===== config.mk =====
export PLATFORM = sky130hd
export DESIGN_NAME = mem_bus_if
export DESIGN_NICKNAME = d
export VERILOG_FILES = /design/src/rtl/mem_bus_if.sv
export SDC_FILE = /design/constraint.sdc
export NUM_CORES = 1
export LEC_CHECK = 0
export BUFFER_PORTS_ARGS = -buffer_cell sky130_fd_sc_hd__buf_2
export CAP_MARGIN = 10
export CORE_ASPECT_RATIO = 2
export CORE_MARGIN = 5
export CORE_UTILIZATION = 40
export DETAILED_ROUTE_END_ITERATION = 6
export GPL_TIMING_DRIVEN = 0
export PLACE_DENSITY = 0.75
export SLEW_MARGIN = 5
export SYNTH_ARGS = -nofsm -noshare
export SYNTH_HDL_FRONTEND = slang
export SYNTH_SLANG_ARGS = --single-unit

===== constraint.sdc =====
create_clock -name clk -period 5.7 [get_ports clk]
set_input_delay 0.285 -clock clk [delete_from_list [all_inputs] [get_ports clk]]
set_output_delay 0.285 -clock clk [all_outputs]
set_load 0.01 [all_outputs]

===== src/rtl/mem_bus_if.sv =====
// MEM-stage data-bus master: one SRAM-like req/addr_ok/data_ok transaction per load/store,
// stalling the pipeline until done and returning the load result aligned and extended.
module mem_bus_if #(
    parameter bit MAP_KSEG = 1'b1
) (
    input  logic        clk,
    input  logic        resetn,
    input  logic        mem_valid,
    input  logic [31:0] mem_addr,
    input  logic [3:0]  mem_wen,
    input  logic [3:0]  mem_ren,
    input  logic [31:0] mem_wdata,
    input  logic        mem_sign,
    input  logic        mem_advance,
    input  logic        flush,
    output logic        stall,
    output logic [31:0] rdata_ext,
    output logic        rdata_valid,
    output logic        data_req,
    output logic        data_wr,
    output logic [1:0]  data_size,
    output logic [31:0] data_addr,
    output logic [3:0]  data_wstrb,
    output logic [31:0] data_wdata,
    input  logic        data_addr_ok,
    input  logic        data_data_ok,
    input  logic [31:0] data_rdata
);

    typedef enum logic [1:0] {IDLE, REQ, WAIT, DONE} state_t;

    state_t      state, state_nxt;
    logic        cancel, cancel_nxt;
    logic        latch, capture;
    logic        request, is_write;
    logic [3:0]  act_en;
    logic [1:0]  size_in;
    logic [31:0] mapped_addr;
    logic [31:0] addr_q, wdata_q, raw, ext;
    logic [3:0]  wstrb_q;
    logic [1:0]  size_q;
    logic        wr_q, sign_q;

    assign request  = mem_valid && ((mem_wen | mem_ren) != 4'b0000);
    assign is_write = (mem_wen != 4'b0000);
    assign act_en   = is_write ? mem_wen : mem_ren;
    assign mapped_addr = (MAP_KSEG && (mem_addr[31:30] == 2'b10)) ?
                         {3'b000, mem_addr[28:0]} : mem_addr;

    always_comb begin
        case (act_en)
            4'b1111:          size_in = 2'd2;
            4'b0011, 4'b1100: size_in = 2'd1;
            default:          size_in = 2'd0;
        endcase
    end

    // Low address bits survive the mapping, so they give the lane offset of the load
    assign raw = data_rdata >> {addr_q[1:0], 3'b000};

    always_comb begin
        case (size_q)
            2'd0:    ext = {{24{sign_q & raw[7]}}, raw[7:0]};
            2'd1:    ext = {{16{sign_q & raw[15]}}, raw[15:0]};
            default: ext = raw;
        endcase
    end

    always_ff @(posedge clk) begin
        if (!resetn) begin
            state  <= IDLE;
            cancel <= 1'b0;
        end else begin
            state  <= state_nxt;
            cancel <= cancel_nxt;
        end
    end

    // A flushed in-flight op cannot be withdrawn; it runs to data_ok and then drops to IDLE
    always_comb begin
        state_nxt  = state;
        cancel_nxt = cancel;
        latch      = 1'b0;
        capture    = 1'b0;
        case (state)
            IDLE: begin
                if (request && !flush) begin
                    latch      = 1'b1;
                    cancel_nxt = 1'b0;
                    state_nxt  = REQ;
                end
            end
            REQ: begin
                if (flush) cancel_nxt = 1'b1;
                if (data_addr_ok) begin
                    if (data_data_ok) begin
                        if (cancel || flush) begin
                            state_nxt  = IDLE;
                            cancel_nxt = 1'b0;
                        end else begin
                            state_nxt = DONE;
                            capture   = !wr_q;
                        end
                    end else begin
                        state_nxt = WAIT;
                    end
                end
            end
            WAIT: begin
                if (flush) cancel_nxt = 1'b1;
                if (data_data_ok) begin
                    if (cancel || flush) begin
                        state_nxt  = IDLE;
                        cancel_nxt = 1'b0;
                    end else begin
                        state_nxt = DONE;
                        capture   = !wr_q;
                    end
                end
            end
            DONE: begin
                if (flush || mem_advance) state_nxt = IDLE;
            end
            default: state_nxt = IDLE;
        endcase
    end

    always_ff @(posedge clk) begin
        if (!resetn) begin
            addr_q    <= 32'd0;
            wdata_q   <= 32'd0;
            wstrb_q   <= 4'd0;
            size_q    <= 2'd0;
            wr_q      <= 1'b0;
            sign_q    <= 1'b0;
            rdata_ext <= 32'd0;
        end else begin
            if (latch) begin
                addr_q  <= mapped_addr;
                wdata_q <= mem_wdata;
                wstrb_q <= mem_wen;
                size_q  <= size_in;
                wr_q    <= is_write;
                sign_q  <= mem_sign;
            end
            if (capture) rdata_ext <= ext;
        end
    end

    assign stall       = resetn && ((state == IDLE && request && !flush) ||
                                    state == REQ || state == WAIT);
    assign data_req    = (state == REQ);
    assign rdata_valid = (state == DONE) && !wr_q && !flush;
    assign data_wr     = wr_q;
    assign data_size   = size_q;
    assign data_addr   = addr_q;
    assign data_wstrb  = wstrb_q;
    assign data_wdata  = wdata_q;

endmodule


**Word-level counts from Yosys, hierarchy flattened**

Cells that the tools add are included.

- Equality and inequality tests: 12
- Shift-type cells: 1
- Muxes and demuxes: 23
- Bitwise logic cells: 3
- Reductions and logical operators: 21

Operators with widths:

| cell | count |
|---|---|
| case mux 32 bit (2 select lines) | 1 |
| 2-to-1 mux 32 bit | 1 |
| right shift 32 x 5 -> 32 bit | 1 |
| 2-to-1 mux 2 bit | 6 |
| 2-to-1 mux 1 bit | 10 |
| equality test 4 bit (second input constant) | 2 |
| case mux 2 bit (4 select lines) | 1 |
| nonzero test 4 bit | 2 |
| logical AND 1 bit | 7 |
| equality test 2 bit (second input constant) | 3 |
| inequality test 2 bit (second input constant) | 3 |
| equality test 2 x 1 -> 1 bit (second input constant) | 2 |
| equality test 4 x 2 -> 1 bit (second input constant) | 1 |
| logical NOT 2 bit | 2 |
| logical OR 1 bit | 4 |
| 2-to-1 mux 4 bit | 1 |
| bitwise OR 4 bit | 1 |
| case mux 2 bit (2 select lines) | 1 |
| AND reduction 4 bit | 1 |
| case mux 1 bit (3 select lines) | 1 |
| nonzero test 3 bit | 1 |
| AND 1 bit | 2 |
| logical NOT 1 bit | 2 |
| inequality test 2 x 1 -> 1 bit (second input constant) | 1 |
| 3 further kinds | 3 |

- Flip-flop bits (word level): 107
- Input port bits: 112
- Output and inout port bits: 106
- Word-level logic and storage cells: 69

**Depth between registers and ports, before layout**

Gate-level depths: netlist of the first run.

- Depth after elaboration: 8
- Mapped depth: 9

**Worst setup path after synthesis of the first run**

OpenSTA, ideal clock, no wires.

- Kind: flip-flop to flip-flop
- Start point: register state[1]
- End point: register rdata_ext[28]
- Data arrival time: 1.795 ns
- Setup slack: 3.775 ns
- Stages on the path, launching flop included: 9
- Clock period less this slack: 1.925 ns
- Cells stage by stage: dfxtp_1 inv_1 ha_1 a21oi_1 nor4_4 and2_0 buf_4 buf_8 a31oi_1

- Cells in the longest elaborated chain, start to end: 2

Ends and longest elaborated chain:

| what | RTL line | source |
|---|---|---|
| from (decl) | 32 | `state_t state, state_nxt;` |
| from (signal assigned) | 74 | `state <= state_nxt;` |
| equality test 2 x 1 -> 1 bit | n/a |  |
| via data_req | 19 | `output logic data_req,` |
| case mux 1 bit (2 select lines) | 85 | `case (state)` |
| to (signal assigned) | 146 | `if (capture) rdata_ext <= ext;` |
| to (decl) | 17 | `output logic [31:0] rdata_ext,` |

The timed path passes the listed nets, and every way through them passes these cells.
A chain may end at the register's enable or synchronous reset.

**Final worst setup path of the first run**

- Start point: register state[0]
- End point: output port stall

- Cells in the longest elaborated chain, start to end: 6

Ends and longest elaborated chain:

| what | RTL line | source |
|---|---|---|
| logical NOT 2 bit | 150 | `assign stall = resetn && ((state == IDLE && request && !flush) \|\|` |
| logical AND 1 bit (2 in series) | 150 |  |
| logical OR 1 bit | 150 |  |
| logical OR 1 bit * | 151 | `state == REQ \|\| state == WAIT);` |
| logical AND 1 bit * | 150 |  |
| to (decl) | 16 | `output logic stall,` |

Every way passes the cells marked *; elsewhere a longest branch is shown, timed or not.

==> reports/results.txt, run 1 <==
NumNets Final - 822
mux cell area share after synthesis - 22.4%
Setup TNS - 0 ns
maximum clock frequency - 0.410 GHz
initial DRC count - 164
CTS tree - yes
Site Rows - 57
hpwl dp - 12700 um
# Post-CTS Setup Buffers - 0
Synth Net Count - 595
Primary FF master, synth - dfxtp_1
sequential area share after synthesis - 44.0%
Slew @ Worst Pin - 0.675 ns
Min-Delay Path Class - primary input to flip-flop
Max clock buf depth - 2
Reg power frac - 44.2%
Crit Path Category - flip-flop to primary output
share of cells above drive strength 1 - 37.7%
worst vdd ir - 153 uV
GPL Wtd Cong - 0.932
DR vias - 4303
relative slew slack - 54.7%
Yosys top cell area share - 44.0%
combinational group share of total power - 24.8%
die area - 0.0146 mm^2
PortBufs - 216
Routed WL - 15600 um
first-pass GRT wire length - 23500 um
top cell type by total area after synthesis - dfxtp_1
Worst Slack Setup Final - 3.26 ns
DP Worst Slack - 3.45 ns
number of synthesized flops with an enable pin - 0
critical path data required time - 5.41 ns
vias in the first global route - 4512
Multi-input gate area - 0.00252 mm^2
RSZ-0062 raised after global routing - no
CP endpoint kind - primary output
Final Non-Filler Cells - 856
Tmin final - 2.44 ns
Area Growth Syn to Fin - 31.7%
initial antenna violation count - 0
final setup violating endpoints - 0
Post-Synth Adder-Cell Area - 1.54%
fin crit share - 42.8%
flops & latches, synth - 107
synthesized-area fraction occupied by and/or/nand/nor cells - 18.0%
M2 GR Usage - 39.5%
clock network power share - 31.0%
TritonRoute pass-1 iters - 4
crit path max fanout - 10
clock-pin slew on the worst setup and hold paths - 0.07 ns
met3 Use GR - 4.72%
via-per-instance ratio - 5.03
yosys warns - 0
Post-Syn Instances - 477
top post-synthesis cells by area - dfxtp_1 44%, mux2i_1 22%, nor2b_1 9.8%
pin count of the biggest net entering global routing - 18
Syn Area/Cell - 10.2 um^2
Yosys cell types - 42
Power Dens Cells - 297 mW/mm^2
Hold Vio Cnt, Final - 0
Arr. time, crit path - 2.15 ns
most used routing layer - met2
CTS resizes - 0
Seq. cell area - 0.00214 mm^2
# fillers - 1129
Final Power - 1.91 mW
Synth Area in Compound Gates - 9.70%
Die X-Extent - 88.1 um
GRT Total Usage - 20.8%
asr flop ratio synth - 0%
aggregate global routing overflow - 0
clock latency on the worst-skew pair - 0.34 ns
Synth top cells by count - 107 x dfxtp_1, 107 x mux2i_1, 76 x nor2b_1
switching pwr - 570 uW
xor/xnor cell area share of the yosys netlist - 0%
max-slew violations - 0
TritonCTS buffer count - 9
post-synthesis cell area - 0.00487 mm^2
startpoint types - flip-flop
diode count - 0
post-cts hold buffer count - 0
H-Tree Depth - 3
drt wl/cell - 18.2 um
Starting Density - 40.4%
DRC viols - 0
main combinational cell family by area after synthesis - multiplexers
Placed Cells - 840
leakage - 2.86 nW
grt met1 use - 20.7%
antenna viol nets, final - 0
number of max-cap violations - 0
clk sinks - 107
worst clock skew - 0.00517 ns
P_int - 1.34 mW
IO Count - 218
Core ar. - 0.0121 mm^2
Die Y - 166 um
run status - finished, final reports clean
Root Buffer - clkbuf_16
switching share of power - 29.9%
worst max-delay path, stage by stage (launching register included):
cell,delay (ns)
dfxtp_1,0.42
inv_1,0.12
ha_1,0.25
inv_1,0.09
a211oi_1,0.04
buf_2,0.20
buf_6,0.17
buf_6,0.14
o31a_1,0.22
buf_2,0.15
final cells by class:
cell class,count,area share (%)
Timing Repair Buffer,216,16.8
Clock inverter,5,0.585
Clock buffer,11,3.78
Buffer,34,3.00
Inverter,5,0.292
Sequential cell,107,33.4
Tap cell,147,2.87
Multi-Input combinational cell,331,39.3
power by group through the flow:
stage	clock (mW)	combinational [mW]	sequential (mW)
floorplan	0	0.275	0.880
CTS	0.614	0.478	0.842
global placement	0	0.464	0.855
finish	0.590	0.473	0.842
detailed placement	0	0.477	0.858
global route	0.641	0.514	0.850
metal layers:
layer  part of all wire, %  wire length (um)
met5                     0                 0
met4                   3.4               529
met3                   8.2              1270
met2                    54              8380
met1                    35              5410
sequential cells by signal, indices dropped and copies added (netlist names):
register / count
cancel: 1
data_addr: 32
data_size: 2
data_wdata: 32
data_wr: 1
data_wstrb: 4
rdata_ext: 32
sign_q: 1
state: 2
placed cells by master, fill, tap and decap left out, types with 13 or more instances in the layout:
cell type / n
mux2i_1: 107
clkbuf_1: 13
a21oi_1: 13
dfxtp_1: 107
o21ai_0: 30
buf_2: 225
nand2_1: 13
nor2_1: 22
nor2b_1: 76
worst paths after layout:
path                         startpoint                          end  slack, ns  cells after the start
max               state[0]$_SDFFE_PN0P_                        stall       3.26                      9
min                       mem_wdata[18]  data_wdata[18]$_SDFFE_PN0P_       0.20                      3
max reg2reg       state[1]$_SDFFE_PN0P_   rdata_ext[29]$_SDFFE_PN0P_       3.45                      8
min reg2reg  data_addr[31]$_SDFFE_PN0P_   data_addr[31]$_SDFFE_PN0P_       0.47                      2
metrics by stage:
stage	instance area, um^2	utilization (%)	hold WS [ns]
floorplan	4870	-	0.428
global route	6420	53.3	0.194
finish	6420	53.3	0.203
global placement	6140	50.9	0.452
detailed placement	6140	50.9	0.466
CTS	6420	53.3	0.189
kinds of logic after synthesis:
group	count (synthesis)
AND/OR/NAND/NOR	146
AO/OA/AOI/OAI	71
buffers and inverters	39
adder cells (fa/ha/maj)	6
multiplexers	108
flip-flops	107
Note: power is estimated with default switching activity, not from simulation.
==> run 2, diff against run 1 <==
--- a/config.mk
+++ b/config.mk
@@ -5,6 +5,7 @@
 export SDC_FILE = /design/constraint.sdc
 export NUM_CORES = 1
 export LEC_CHECK = 0
+export ABC_AREA = 1
 export BUFFER_PORTS_ARGS = -buffer_cell sky130_fd_sc_hd__buf_2
 export CAP_MARGIN = 10
 export CORE_ASPECT_RATIO = 2
==> constraint.sdc (replaced) <==
create_clock -name clk -period 2.45 [get_ports clk]
set_input_delay 0.1225 -clock clk [delete_from_list [all_inputs] [get_ports clk]]
set_output_delay 0.1225 -clock clk [all_outputs]
set_load 0.01 [all_outputs]
==> run 2 against run 1 <==
Net effect: total power rose to 2.6 times the previous value; flip-flop and latch count unchanged; utilization up 0.65 points; cell area decreased by 1.7%; hold slack got worse by 0.18 ns; register-to-register slack got worse by 2.9 ns; sequential power is 140% higher; synthesized area is 2.4% lower; largest power group unchanged.
==> reports/results.txt, run 2 <==
via-per-instance ratio - 4.85 (-3.6%)
Setup TNS - 0 ns (unchanged)
sequential area share after synthesis - 45.0% (+1.1 points)
first-pass GRT wire length - 24500 um (+4.0%)
hpwl dp - 12900 um (+2.2%)
worst vdd ir - 481 uV (+210%)
Synth Net Count - 802 (+35%)
Primary FF master, synth - dfxtp_1
DR top layer - met4
yosys warns - 0 (unchanged)
# Post-CTS Setup Buffers - 0 (unchanged)
Max clock buf depth - 2 (unchanged)
P_int - 3.22 mW (+140%)
Crit path top cell by count - buf_6
Die Y - 164 um (-1.1%)
commonest cells after routing, fill and taps aside - 224 x buf_2, 219 x nand2_1, 114 x a21oi_1, 107 x dfxtp_1, 62 x o21ai_0
RSZ-0062 raised after global routing - no
TritonCTS buffer count - 9 (unchanged)
run status - finished, final reports clean
Area Growth Syn to Fin - 32.6%
PortBufs - 216 (unchanged)
worst clock skew - 0.00802 ns (+0.00285 ns)
NumNets Final - 1029 (+25%)
switching share of power - 34.0% (+4.1 points)
asr flop ratio synth - 0% (unchanged)
DRC viols - 0 (unchanged)
Worst Slack Setup Final - 0.474 ns (-2.79 ns)
Core ar. - 0.0117 mm^2 (-2.9%)
number of synthesized flops with an enable pin - 0 (unchanged)
CTS resizes - 0 (unchanged)
clock-pin slew on the worst setup and hold paths - 0.08 ns (about the same)
Yosys cell types - 26 (-38%)
Critical Path, Cell by Cell - inv_1 > ha_1 > nand3_2 > buf_6 > buf_6 > a21oi_1 > buf_2
TritonRoute pass-1 iters - 5 (+1)
Hold Vio Cnt, Final - 0 (unchanged)
hold slack - 0.0195 ns (-0.184 ns)
initial antenna violation count - 0 (unchanged)
slowest stage delay, CP - 0.43 ns (about the same)
WL met1 - 5440 um (+0.48%)
Die X-Extent - 87.1 um (-1.1%)
Seq. cell area - 0.00214 mm^2 (unchanged)
die area - 0.0143 mm^2 (-2.2%)
startpoint types - flip-flop
Syn Area/Cell - 6.95 um^2 (-32%)
DR vias - 5142 (+19%)
CTS tree - yes
Post-Syn Instances - 684 (+43%)
Power Dens Cells - 773 mW/mm^2 (+160%)
top post-synthesis cells by area - dfxtp_1 45%, nand2_1 17%, a21oi_1 12%
DR WL met2 - 8930 um (+6.6%)
Yosys top cell area share - 45.0% (+1.1 points)
Crit-path slowest cell - dfxtp_1
Starting Density - 40.7% (+0.22 points)
Layout Utilization - 53.9% (+0.65 points)
post-cts hold buffer count - 0 (unchanged)
DP Worst Slack - 0.567 ns (-2.89 ns)
relative slew slack - 55.4% (+0.71 points)
Crit Path Category - flip-flop to primary output
GPL Wtd Cong - 0.949 (+1.9%)
Tmin final - 1.98 ns
aggregate global routing overflow - 0 (unchanged)
antenna viol nets, final - 0 (unchanged)
Min-Delay Path Class - primary input to flip-flop
commonest non-fill, non-tap cell in the layout - buf_2
top cell type by total area after synthesis - dfxtp_1
H-Tree Depth - 3 (unchanged)
Site Rows - 56 (-1.8%)
vias in the first global route - 4990 (+11%)
combinational group share of total power - 29.7% (+4.9 points)
maximum clock frequency - 0.506 GHz
CP endpoint kind - primary output
switching pwr - 1.66 mW (+190%)
crit path max fanout - 10 (unchanged)
leakage - 3.18 nW (+11%)
Root Buffer - clkbuf_16
Top Family by Delay on Critical Path - buffers and inverters
Synth top cells by count - 219 x nand2_1, 114 x a21oi_1, 107 x dfxtp_1
cell with the most instances after synthesis - nand2_1
IO Count - 218 (unchanged)
clock network power share - 28.5% (-2.5 points)
clock latency on the worst-skew pair - 0.33 ns (about the same)
flops & latches, synth - 107 (unchanged)
Multi-input gate area - 0.00218 mm^2 (-14%)
fin crit share - 80.7%
Final Power - 4.87 mW (+160%)
crit path buf inv count - 4 (-2)
pin count of the biggest net entering global routing - 19 (+1)
drt wl/cell - 15.1 um (-17%)
Routed WL - 16000 um (+2.6%)
final setup violating endpoints - 0 (unchanged)
Reg power frac - 41.8% (-2.4 points)
Slew @ Worst Pin - 0.662 ns (-0.0126 ns)
diode count - 0 (unchanged)
initial DRC count - 173 (+5.5%)
max-slew violations - 0 (unchanged)
met3 wire len - 944 um (-26%)
# fillers - 1230 (+8.9%)
number of max-cap violations - 0 (unchanged)
clk sinks - 107 (unchanged)
post-synthesis cell area - 0.00476 mm^2 (-2.4%)
Arr. time, crit path - 1.85 ns (-0.30 ns)
GRT Total Usage - 21.9% (+1.1 points)
share of cells above drive strength 1 - 29.3% (-8.4 points)
critical path data required time - 2.33 ns (-3.08 ns)
-- run 2: cell count changes in the layout (fill, tap and decap cells not counted), moves of 6 or more --
| cell | before | now |
|---|---|---|
| a21oi_1 | 13 | 114 |
| a31oi_1 | 9 | 3 |
| and2_1 | 7 | 0 |
| inv_1 | 5 | 38 |
| mux2i_1 | 107 | 0 |
| nand2_1 | 13 | 219 |
| nand2b_1 | 8 | 0 |
| nand3_1 | 3 | 14 |
| nor2_1 | 22 | 61 |
| nor2b_1 | 76 | 0 |
| o21ai_0 | 30 | 62 |
| o221a_2 | 9 | 0 |
-- run 2: area by class of cell --
class	count	area share (%)
Buffer	42	4.28
Clock buffer	11	3.85
Clock inverter	5	0.714
Inverter	44	2.64
Multi-Input combinational cell	491	34.5
Sequential cell	107	34.0
Tap cell	145	2.88
Timing Repair Buffer	216	17.1
-- run 2: worst paths after layout --
| check | startpoint | to | slack (ns) | depth (start not counted) |
|---|---|---|---|---|
| worst max-delay path | state[1]$_SDFFE_PN0P_ | stall | 0.47 | 7 |
| worst min register to register | data_addr[30]$_SDFFE_PN0P_ | data_addr[30]$_SDFFE_PN0P_ | 0.46 | 2 |
| worst min-delay path | mem_addr[23] | data_addr[23]$_SDFFE_PN0P_ | 0.02 | 3 |
| worst max register to register | state[1]$_SDFFE_PN0P_ | rdata_ext[9]$_SDFFE_PN0P_ | 0.55 | 9 |
-- run 2: worst register-to-register path, cell delays in order (launching register included) --
cell	delay, ns
dfxtp_1	0.43
inv_1	0.11
ha_1	0.25
a21oi_1	0.17
nor2_1	0.07
nand2_1	0.11
clkinv_2	0.15
clkbuf_2	0.24
o21ai_0	0.21
nor2_1	0.07
-- run 2: metrics by stage --
step                      instances  instance area [um^2]
final                          1061                  6310
after global placement         1045                  6020
after detailed placement       1045                  6020
after global routing           1061                  6310
after CTS                      1061                  6310
after floorplan                 684                  4760
-- run 2: cells by family after synthesis --
kind of cell    count (synthesis)  synth area share (%)
compound gates                180                  19.1
flops                         107                  45.0
fa+ha+maj                       6                  1.58
simple gates                  305                  25.1
buf+inv                        86                  9.18
-- run 2: power groups by stage --
stage	registers, mW	logic, mW	clock network, mW
global placement	2.07	1.44	0
floorplan	2.14	0.837	0
CTS	2.04	1.46	1.44
detailed placement	2.08	1.45	0
global route	2.06	1.62	1.50
finish	2.04	1.45	1.39
-- run 2: layer usage --
metal  global-route usage [%]  up-vias
met4                     11.3        0
met3                     3.61       36
met1                     20.8     2267
met5                        0        -
li1                         -     2652
met2                     43.0      187
==> run 3, diff against run 2 <==
==> constraint.sdc (replaced) <==
create_clock -name clk -period 1.9 [get_ports clk]
set_input_delay 0.095 -clock clk [delete_from_list [all_inputs] [get_ports clk]]
set_output_delay 0.095 -clock clk [all_outputs]
set_load 0.01 [all_outputs]
==> run 3 against run 2 <==
Net effect: setup slack got worse by 0.43 ns; clock skew barely moved; cell area increased by 8.4%.
==> reports/results.txt, run 3 (synthesis results as in run 2) <==
hpwl dp - 12900 um (unchanged)
combinational group share of total power - 31.1% (+1.4 points)
PortBufs - 216 (unchanged)
relative slew slack - 55.4% (about the same)
Reg power frac - 41.0% (-0.8 points)
fin area - 0.00683 mm^2 (+8.4%)
GRT Total Usage - 23.5% (+1.6 points)
P_int - 4.24 mW (+32%)
TritonRoute pass-1 iters - 4 (-1)
register-to-register setup slack - 0.05 ns (-0.50 ns)
run status - finished, final reports clean
Tmin final - 1.85 ns
RSZ-0062 raised after global routing - no
number of max-cap violations - 0 (unchanged)
Hold Vio Cnt, Final - 0 (unchanged)
Routed WL - 17200 um (+7.6%)
maximum clock frequency - 0.539 GHz
commonest cells after routing, fill and taps aside - 224 x buf_2, 218 x nand2_1, 114 x a21oi_1, 105 x dfxtp_1
Min-Delay Path Class - primary input to flip-flop
switching share of power - 34.1% (about the same)
worst clock skew - 0.00769 ns (-0.000336 ns)
Placed Cells - 1045 (unchanged)
aggregate global routing overflow - 0 (unchanged)
final setup violating endpoints - 0 (unchanged)
vias in the first global route - 5458 (+9.4%)
startpoint types - flip-flop
Root Buffer - clkbuf_16
GPL Wtd Cong - 0.949 (unchanged)
Max clock buf depth - 2 (unchanged)
Slew @ Worst Pin - 0.662 ns (-0.0000885 ns)
initial DRC count - 197 (+14%)
Die X-Extent - 87.1 um (unchanged)
switching pwr - 2.19 mW (+32%)
clock network power share - 27.9% (-0.6 points)
Final Non-Filler Cells - 1112 (+4.8%)
NumNets Final - 1079 (+4.9%)
clk sinks - 107 (unchanged)
DR vias - 5454 (+6.1%)
initial antenna violation count - 0 (unchanged)
Site Rows - 56 (unchanged)
CP endpoint kind - flip-flop
clock-pin slew on the worst setup and hold paths - 0.07 ns (about the same)
worst vdd ir - 640 uV (+33%)
Die Y - 164 um (unchanged)
Starting Density - 40.7% (unchanged)
crit path max fanout - 10 (unchanged)
DRC viols - 0 (unchanged)
Final Power - 6.43 mW (+32%)
Arr. time, crit path - 2.09 ns (+0.24 ns)
TritonCTS buffer count - 9 (unchanged)
# Post-CTS Setup Buffers - 0 (unchanged)
critical path data required time - 2.14 ns (-0.19 ns)
IO Count - 218 (unchanged)
Core ar. - 0.0117 mm^2 (unchanged)
antenna viol nets, final - 0 (unchanged)
fin crit share - 97.6%
Area Growth Syn to Fin - 43.7%
WHS Path Cells - 3 (unchanged)
worst flop-to-flop path endpoint - rdata_ext[5]$_SDFFE_PN0P_
first-pass GRT wire length - 26400 um (+7.8%)
Worst Slack Setup Final - 0.0459 ns (-0.428 ns)
hold endpoint - data_addr[14]$_SDFFE_PN0P_
pin count of the biggest net entering global routing - 19 (unchanged)
Setup TNS - 0 ns (unchanged)
clock latency on the worst-skew pair - 0.33 ns (about the same)
Layout Utilization - 58.4% (+4.5 points)
worst r2r path cells - 8 (-1)
hold slack - 0.00920 ns (-0.0103 ns)
Power Dens Cells - 942 mW/mm^2 (+22%)
CTS tree - yes
commonest non-fill, non-tap cell in the layout - buf_2
via-per-instance ratio - 4.90 (+1.2%)
min-delay src - mem_addr[14]
Placed Instance Area - 0.00602 mm^2 (unchanged)
DP Worst Slack - 0.0169 ns (-0.550 ns)
launch point of the worst reg-to-reg path - data_addr[0]$_SDFFE_PN0P_
max-slew violations - 0 (unchanged)
H-Tree Depth - 3 (unchanged)
Crit Path Category - flip-flop to flip-flop
leakage - 3.40 nW (+6.8%)
die area - 0.0143 mm^2 (unchanged)
share of cells above drive strength 1 - 28.6% (-0.69 points)
drt wl/cell - 15.5 um (+2.7%)
==> run 3: routing by layer <==
metal	global-route usage, %	wire length, um
met5	0	0
met4	13.6	833
met3	3.66	1040
met2	45.8	9540
met1	22.1	5800
==> run 3: how the worst max path moves through the flow <==
stage | to | cells after the start | slack (ns) | startpoint
floorplan | rdata_ext[10]$_SDFFE_PN0P_ | 9 | 0.34 | state[1]$_SDFFE_PN0P_
global placement | rdata_ext[30]$_SDFFE_PN0P_ | 8 | 0.01 | state[1]$_SDFFE_PN0P_
detailed placement | rdata_ext[30]$_SDFFE_PN0P_ | 8 | 0.02 | state[1]$_SDFFE_PN0P_
CTS | stall | 7 | 0.02 | state[1]$_SDFFE_PN0P_
global route | stall | 7 | 0.03 | state[0]$_SDFFE_PN0P_
finish | rdata_ext[5]$_SDFFE_PN0P_ | 8 | 0.05 | data_addr[0]$_SDFFE_PN0P_
==> run 3: worst max-delay path, cell delays in order (launching register included) <==
cell and delay, ns:
dfxtp_1 0.32, buf_4 0.17, inv_2 0.10, buf_2 0.22
o21ai_0 0.16, o21ai_0 0.56, nand2_1 0.11, nand2_1 0.08
nor2_1 0.04
==> run 3: area by class of cell <==
cell class | count | area (um^2)
antenna | 1 | 2.50
tap | 145 | 181
clock inverter | 5 | 45.0
inverter | 44 | 168
clock buffer | 11 | 243
timing repair buffer | 266 | 1580
multi-input combinational | 491 | 2190
fill | 1128 | 4870
buffer | 42 | 275
sequential | 107 | 2140
==> run 3: repair_timing <==
item	in CTS	in global routing
hold endpoints to repair	50	0
hold buffers	50	0
endpoints found under the setup margin	3	20
resized for setup	3	13
==> run 3: power by group through the flow <==
stage / Combinational (mW) / Sequential, mW / Clock (mW)
6_report: 2.00 / 2.64 / 1.79
5_1_grt: 2.23 / 2.67 / 1.93
3_5_place_dp: 1.88 / 2.68 / 0
2_1_floorplan: 1.08 / 2.76 / 0
3_3_place_gp: 1.86 / 2.67 / 0
4_1_cts: 1.97 / 2.63 / 1.85
